### src/rtl/vram_slot_arbiter.sv
// VRAM access arbiter: each slot goes to display fetch, sprite fetch or one of NUM_REQ
// toggle-handshake requesters; read data returns per requester after RD_LATENCY clocks.
module vram_slot_arbiter #(
    parameter int ADDR_W     = 19,
    parameter int DATA_W     = 8,
    parameter int NUM_REQ    = 4,
    parameter int RR_MODE    = 0,
    parameter int RD_LATENCY = 2,
    localparam int IDX_W     = (NUM_REQ > 1) ? $clog2(NUM_REQ) : 1
) (
    input  logic                      CLK21M,
    input  logic                      RESET,
    input  logic                      slot,
    input  logic                      draw_req,
    input  logic [ADDR_W-1:0]         draw_addr,
    input  logic                      spr_req,
    input  logic [ADDR_W-1:0]         spr_addr,
    input  logic [NUM_REQ-1:0]        req_tgl,
    input  logic [NUM_REQ-1:0]        req_we,
    input  logic [NUM_REQ*ADDR_W-1:0] req_addr,
    input  logic [NUM_REQ*DATA_W-1:0] req_wdata,
    output logic [NUM_REQ-1:0]        ack_tgl,
    output logic [NUM_REQ*DATA_W-1:0] rd_data,
    output logic [NUM_REQ-1:0]        rd_done_tgl,
    output logic [ADDR_W-1:0]         vram_addr,
    output logic [DATA_W-1:0]         vram_dout,
    output logic                      vram_we_n,
    input  logic [DATA_W-1:0]         vram_din,
    output logic                      grant_valid,
    output logic [IDX_W-1:0]          grant_idx
);

    localparam int CW = IDX_W + 1;

    logic [ADDR_W-1:0]         vram_addr_q,   vram_addr_d;
    logic [DATA_W-1:0]         vram_dout_q,   vram_dout_d;
    logic                      vram_we_n_q,   vram_we_n_d;
    logic [NUM_REQ-1:0]        ack_tgl_q,     ack_tgl_d;
    logic [NUM_REQ*DATA_W-1:0] rd_data_q,     rd_data_d;
    logic [NUM_REQ-1:0]        rd_done_tgl_q, rd_done_tgl_d;
    logic                      grant_valid_q, grant_valid_d;
    logic [IDX_W-1:0]          grant_idx_q,   grant_idx_d;
    logic [IDX_W-1:0]          rr_ptr_q,      rr_ptr_d;

    logic [RD_LATENCY-1:0]            rd_vld_q, rd_vld_d;
    logic [RD_LATENCY-1:0][IDX_W-1:0] rd_idx_q, rd_idx_d;

    logic [NUM_REQ-1:0] pending;
    logic [IDX_W-1:0]   base;
    logic [CW-1:0]      cand;
    logic               found;
    logic [IDX_W-1:0]   win;
    logic               gnt;

    // Winner search starts at base (0 for fixed priority) and wraps past NUM_REQ-1.
    always_comb begin
        pending = req_tgl ^ ack_tgl_q;
        base    = (RR_MODE != 0) ? rr_ptr_q : '0;
        cand    = '0;
        found   = 1'b0;
        win     = '0;
        for (int k = 0; k < NUM_REQ; k++) begin
            cand = {1'b0, base} + CW'(k);
            if (cand >= CW'(NUM_REQ)) begin
                cand = cand - CW'(NUM_REQ);
            end
            if (!found && pending[cand[IDX_W-1:0]]) begin
                found = 1'b1;
                win   = cand[IDX_W-1:0];
            end
        end
    end

    always_comb begin
        vram_addr_d   = vram_addr_q;
        vram_dout_d   = vram_dout_q;
        vram_we_n_d   = 1'b1;
        ack_tgl_d     = ack_tgl_q;
        grant_valid_d = 1'b0;
        grant_idx_d   = grant_idx_q;
        rr_ptr_d      = rr_ptr_q;
        gnt           = 1'b0;

        // Display fetch owns the bus whenever it asks, slot or not.
        if (draw_req) begin
            vram_addr_d = draw_addr;
        end else if (slot && spr_req) begin
            vram_addr_d = spr_addr;
        end else if (slot && found) begin
            gnt            = 1'b1;
            vram_addr_d    = req_addr[win*ADDR_W +: ADDR_W];
            ack_tgl_d[win] = ~ack_tgl_q[win];
            grant_valid_d  = 1'b1;
            grant_idx_d    = win;
            rr_ptr_d       = (win == IDX_W'(NUM_REQ - 1)) ? '0 : win + 1'b1;
            if (req_we[win]) begin
                vram_dout_d = req_wdata[win*DATA_W +: DATA_W];
                vram_we_n_d = 1'b0;
            end
        end
    end

    // Read return pipeline: stage 0 is loaded on the grant edge, the last stage captures vram_din.
    always_comb begin
        rd_vld_d      = '0;
        rd_idx_d      = '0;
        rd_vld_d[0]   = gnt && !req_we[win];
        rd_idx_d[0]   = win;
        for (int s = 1; s < RD_LATENCY; s++) begin
            rd_vld_d[s] = rd_vld_q[s-1];
            rd_idx_d[s] = rd_idx_q[s-1];
        end
        rd_data_d     = rd_data_q;
        rd_done_tgl_d = rd_done_tgl_q;
        if (rd_vld_q[RD_LATENCY-1]) begin
            rd_data_d[rd_idx_q[RD_LATENCY-1]*DATA_W +: DATA_W] = vram_din;
            rd_done_tgl_d[rd_idx_q[RD_LATENCY-1]] = ~rd_done_tgl_q[rd_idx_q[RD_LATENCY-1]];
        end
    end

    always_ff @(posedge CLK21M or posedge RESET) begin
        if (RESET) begin
            vram_addr_q   <= '1;
            vram_dout_q   <= '0;
            vram_we_n_q   <= 1'b1;
            ack_tgl_q     <= '0;
            rd_data_q     <= '0;
            rd_done_tgl_q <= '0;
            grant_valid_q <= 1'b0;
            grant_idx_q   <= '0;
            rr_ptr_q      <= '0;
            rd_vld_q      <= '0;
        end else begin
            vram_addr_q   <= vram_addr_d;
            vram_dout_q   <= vram_dout_d;
            vram_we_n_q   <= vram_we_n_d;
            ack_tgl_q     <= ack_tgl_d;
            rd_data_q     <= rd_data_d;
            rd_done_tgl_q <= rd_done_tgl_d;
            grant_valid_q <= grant_valid_d;
            grant_idx_q   <= grant_idx_d;
            rr_ptr_q      <= rr_ptr_d;
            rd_vld_q      <= rd_vld_d;
        end
    end

    // Requester indices ride along with the valid bits and need no reset.
    always_ff @(posedge CLK21M) begin
        rd_idx_q <= rd_idx_d;
    end

    assign vram_addr   = vram_addr_q;
    assign vram_dout   = vram_dout_q;
    assign vram_we_n   = vram_we_n_q;
    assign ack_tgl     = ack_tgl_q;
    assign rd_data     = rd_data_q;
    assign rd_done_tgl = rd_done_tgl_q;
    assign grant_valid = grant_valid_q;
    assign grant_idx   = grant_idx_q;

endmodule

### config.mk
export PLATFORM = sky130hd
export DESIGN_NAME = vram_slot_arbiter
export DESIGN_NICKNAME = d
export VERILOG_FILES = /design/src/rtl/vram_slot_arbiter.sv
export SDC_FILE = /design/constraint.sdc
export NUM_CORES = 1
export LEC_CHECK = 0
export CORE_UTILIZATION = 37
export DETAILED_ROUTE_END_ITERATION = 10
export MAX_ROUTING_LAYER = met4
export PLACE_DENSITY = 0.8
export SYNTH_ARGS = -nofsm -noshare
export SYNTH_HDL_FRONTEND = slang
export SYNTH_SLANG_ARGS = --single-unit
export TNS_END_PERCENT = 1
### constraint.sdc
create_clock -name CLK21M -period 2.5 [get_ports CLK21M]
set_input_delay 0.25 -clock CLK21M [delete_from_list [all_inputs] [get_ports CLK21M]]
set_output_delay 0.25 -clock CLK21M [all_outputs]
set_load 0.03 [all_outputs]
==> metrics.md, run 1 <==
| Metric | Value |
|---|---|
| CTS clock-pin slew for the worst setup and hold paths | `80 ps` |
| Share of layout cells above drive strength 1 | `0.134` |
| Reg2Reg Capture Point | `vram_dout[6]` |
| Unrepaired setup endpoints after global routing | `no` |
| Pins over their slew limit | `0` |
| Initial antenna violation count | `0` |
| Crit path max-delay family | `compound AO/OA/AOI/OAI gates` |
| Post-Syn Area per Cell | `10.5 sq um` |
| Pre-antenna DRT Iters | `5` |
| First DRT Iteration DRCs | `162` |
| Worst Path Buf+Inv | `0` |
| Final hold violations | `0` |
| Shortest period the worst path allows | `2170 ps` |
| DRC viols | `0` |
| Area Overhead vs Synth | `74.3%` |
| Crit path launch type | `register` |
| Detailed Place HPWL | `11,100 microns` |
| Pwr Density | `808 nW/um^2` |
| FMAX | `460 MHz` |
| CTS tree | `yes` |
| FF-to-FF path depth | `5` |
| CP arrival | `2410 ps` |
| Setup TNS | `0 ps` |
| Final instance area | `6740 sq um` |
| Crit-path max cell delay | `460 ps` |
| # hold bufs at CTS | `0` |
| Diodes inserted | `0` |
| CP endpoint kind | `register` |
| Cell Area, Synth | `3870 sq um` |
| Final Setup Violations | `0` |
| Post-CTS Setup Repair Bufs | `0` |
| Post-DR vias/cell | `5.64` |
| Worst path cell trace | `xnor2_2, o21ai_1, o21a_1, a211oi_4, mux2_2` |
| Initial core utilization | `0.389` |
| Crit-path max FO | `9` |
| Maximum root-to-sink buffer count | `2` |
| Synth Register Bits | `77` |
| Crit path from | `ack_tgl[2]` |
| Max_cap viols | `0` |
| Post-Route WL | `14,200 microns` |
| Area post-placement | `6510 sq um` |
| TritonCTS Buffers | `9` |
| CTS sink count | `77` |
| Final Cycle Share | `0.870` |
| Yosys warnings | `0` |
| Vias | `4,243` |
| Worst Hold Class | `in -> async` |
| Per-cell routed wire length | `18.9 microns` |
| Synth Instances | `369` |
| Port buffer count | `237` |
| Global-route wire length before repair | `22,300 microns` |
| Chip Height | `104 microns` |
| Pin count of the biggest net entering global routing | `36` |
| Cts repair resizes | `0` |
| Crit-path slowest cell | `dfrtp_1` |
| Worst Skew | `8.69 ps` |
| Routability Congestion | `0.872` |
| Syn Nets | `541` |
| R2r startpoint | `ack_tgl[2]` |
| Cell leakage power | `0.00269 uW` |
| Clock network latency to the later pin of the worst-skew pair | `350 ps` |
| Outcome | `complete, no violations` |
| Worst VDD drop | `0.466 mV` |
| Worst-Margin Slew | `734 ps` |
| Gr ovfl total | `0` |
| Depth of the CTS H-tree | `3` |
| FP Rows | `36` |
| Sequential share of the synthesized area | `0.499` |
| R2r setup slk | `330 ps` |
| Post-DRT Antenna Nets | `0` |
| Worst path required time | `2740 ps` |
| GR Util All Layers | `0.271` |
| Synth cell types | `38` |
| WS Path Type | `reg -> reg` |
| Main flop type after synthesis | `dfrtp_1` |
| Core region area | `9950 sq um` |
| Async S/R FF share, synth | `0.948` |
| Number of synthesized flops with an enable pin | `0` |
| Full die area | `10,900 sq um` |
| Die width | `104 microns` |
| I/O pins | `238` |
| Relative slew slack | `0.509` |
| Clk root buf | `clkbuf_8` |
| Final net count | `786` |
| Vias in the first global route | `4,357` |
-- worst max path at each step --
stage | endpoint | slack, ps | cells after the start
global placement | vram_dout[2] | 120 | 6
CTS | vram_dout[6] | 340 | 5
floorplan | ack_tgl[0] | 430 | 1
detailed placement | vram_dout[1] | 40 | 6
global route | vram_dout[6] | 180 | 5
finish | vram_dout[6] | 330 | 5
-- metal layers --
metal / share of wire / vias up / global-route usage
li1: - / 1933 / -
met1: 0.39 / 2079 / 0.307
met2: 0.51 / 206 / 0.470
met3: 0.072 / 25 / 0.0564
met4: 0.023 / 0 / 0.103
met5: 0 / - / -
-- state kept, by name (all words and copies together) (netlist names) --
signal	count
rd_done_tgl	4
vram_we_n	1
rd_idx_d	2
ack_tgl	4
grant_valid	1
rd_data	32
grant_idx	2
rd_vld_q	2
vram_addr	19
rd_idx_q	2
vram_dout	8
-- cells in the mapped netlist (2+ instances only) --
cell | number | area (sq um)
a211oi_1 | 20 | 150
a21oi_1 | 7 | 35.0
a221oi_1 | 18 | 158
a22o_1 | 32 | 280
a22oi_1 | 16 | 120
a31oi_1 | 19 | 119
buf_2 | 5 | 25.0
clkbuf_1 | 17 | 63.8
dfrtp_1 | 53 | 1330
dfstp_2 | 20 | 526
dfxtp_1 | 4 | 80.1
ha_1 | 5 | 62.6
inv_1 | 7 | 26.3
mux2_2 | 11 | 124
nand2_1 | 14 | 52.6
nand3_1 | 3 | 15.0
nor2_1 | 44 | 165
nor3_1 | 2 | 10.0
nor4b_2 | 3 | 45.0
o21ai_0 | 30 | 150
o22ai_1 | 19 | 119
xnor2_1 | 3 | 26.3
xor2_1 | 2 | 17.5
-- worst reg2reg max path: stages (launching register included) --
cell,delay (ps)
dfrtp_1,460
xnor2_2,400
o21ai_1,120
o21a_1,230
a211oi_4,460
mux2_2,400
-- report_power, final --
part	switching [uW]	internal (uW)	leakage [uW]	total (uW)
Sequential	217	1570	0.000951	1780
Clock	467	596	0.000113	1060
Combinational	1440	1160	0.00163	2600
Total	2130	3320	0.00269	5450
-- cell families (layout without fill, tap and decap cells) --
group / count (synthesis) / in the layout / share of synthesized area
compound gates: 168 / 168 / 0.313
xor+xnor: 7 / 7 / 0.0197
fa+ha+maj: 5 / 5 / 0.0162
buf+inv: 30 / 280 / 0.0307
flops: 77 / 77 / 0.499
mux: 12 / 12 / 0.0378
simple gates: 70 / 70 / 0.0828
-- through the flow --
stage	hold slack [ps]	total power (uW)	setup slack, ps	std cells	utilization
finish	267	5450	325	752	0.677
detailed placement	315	4400	39.6	736	0.654
global placement	312	4340	116	736	0.654
global route	316	5720	176	752	0.677
CTS	279	5470	340	752	0.677
floorplan	310	3180	430	369	-
-- layout make-up --
type	instances	area, sq um
fillers	764	3210
repair buffers	257	2550
flip-flops and latches	77	1930
multi-input cells	262	1840
well taps	133	166
clock buffers	10	138
clock inverters	6	93.8
inverters	7	26.3
-- cells in the final DEF (no fill, tap or decap), types with 2 or more instances in the layout --
cell type / n
clkdlybuf4s50_1: 237
dfrtp_1: 53
nor2_1: 44
a22o_1: 32
o21ai_0: 30
a211oi_1: 20
dfstp_2: 20
o22ai_1: 19
a31oi_1: 19
a221oi_1: 18
buf_4: 18
a22oi_1: 16
nand2_1: 14
mux2_2: 11
clkbuf_8: 10
a21oi_1: 7
inv_1: 6
ha_1: 5
dfxtp_1: 4
xnor2_2: 3
nand3_1: 3
nor4b_2: 3
xor2_2: 2
nor3_1: 2
clkinv_4: 2
bufinv_16: 2
buf_12: 2
(Power assumes the default switching activity.)
==> run 2, diff against run 1 <==
Settings changed: SLEW_MARGIN set to 10.
==> results of run 2 <==
Final layout, timing and power as in run 1 (identical DEF).
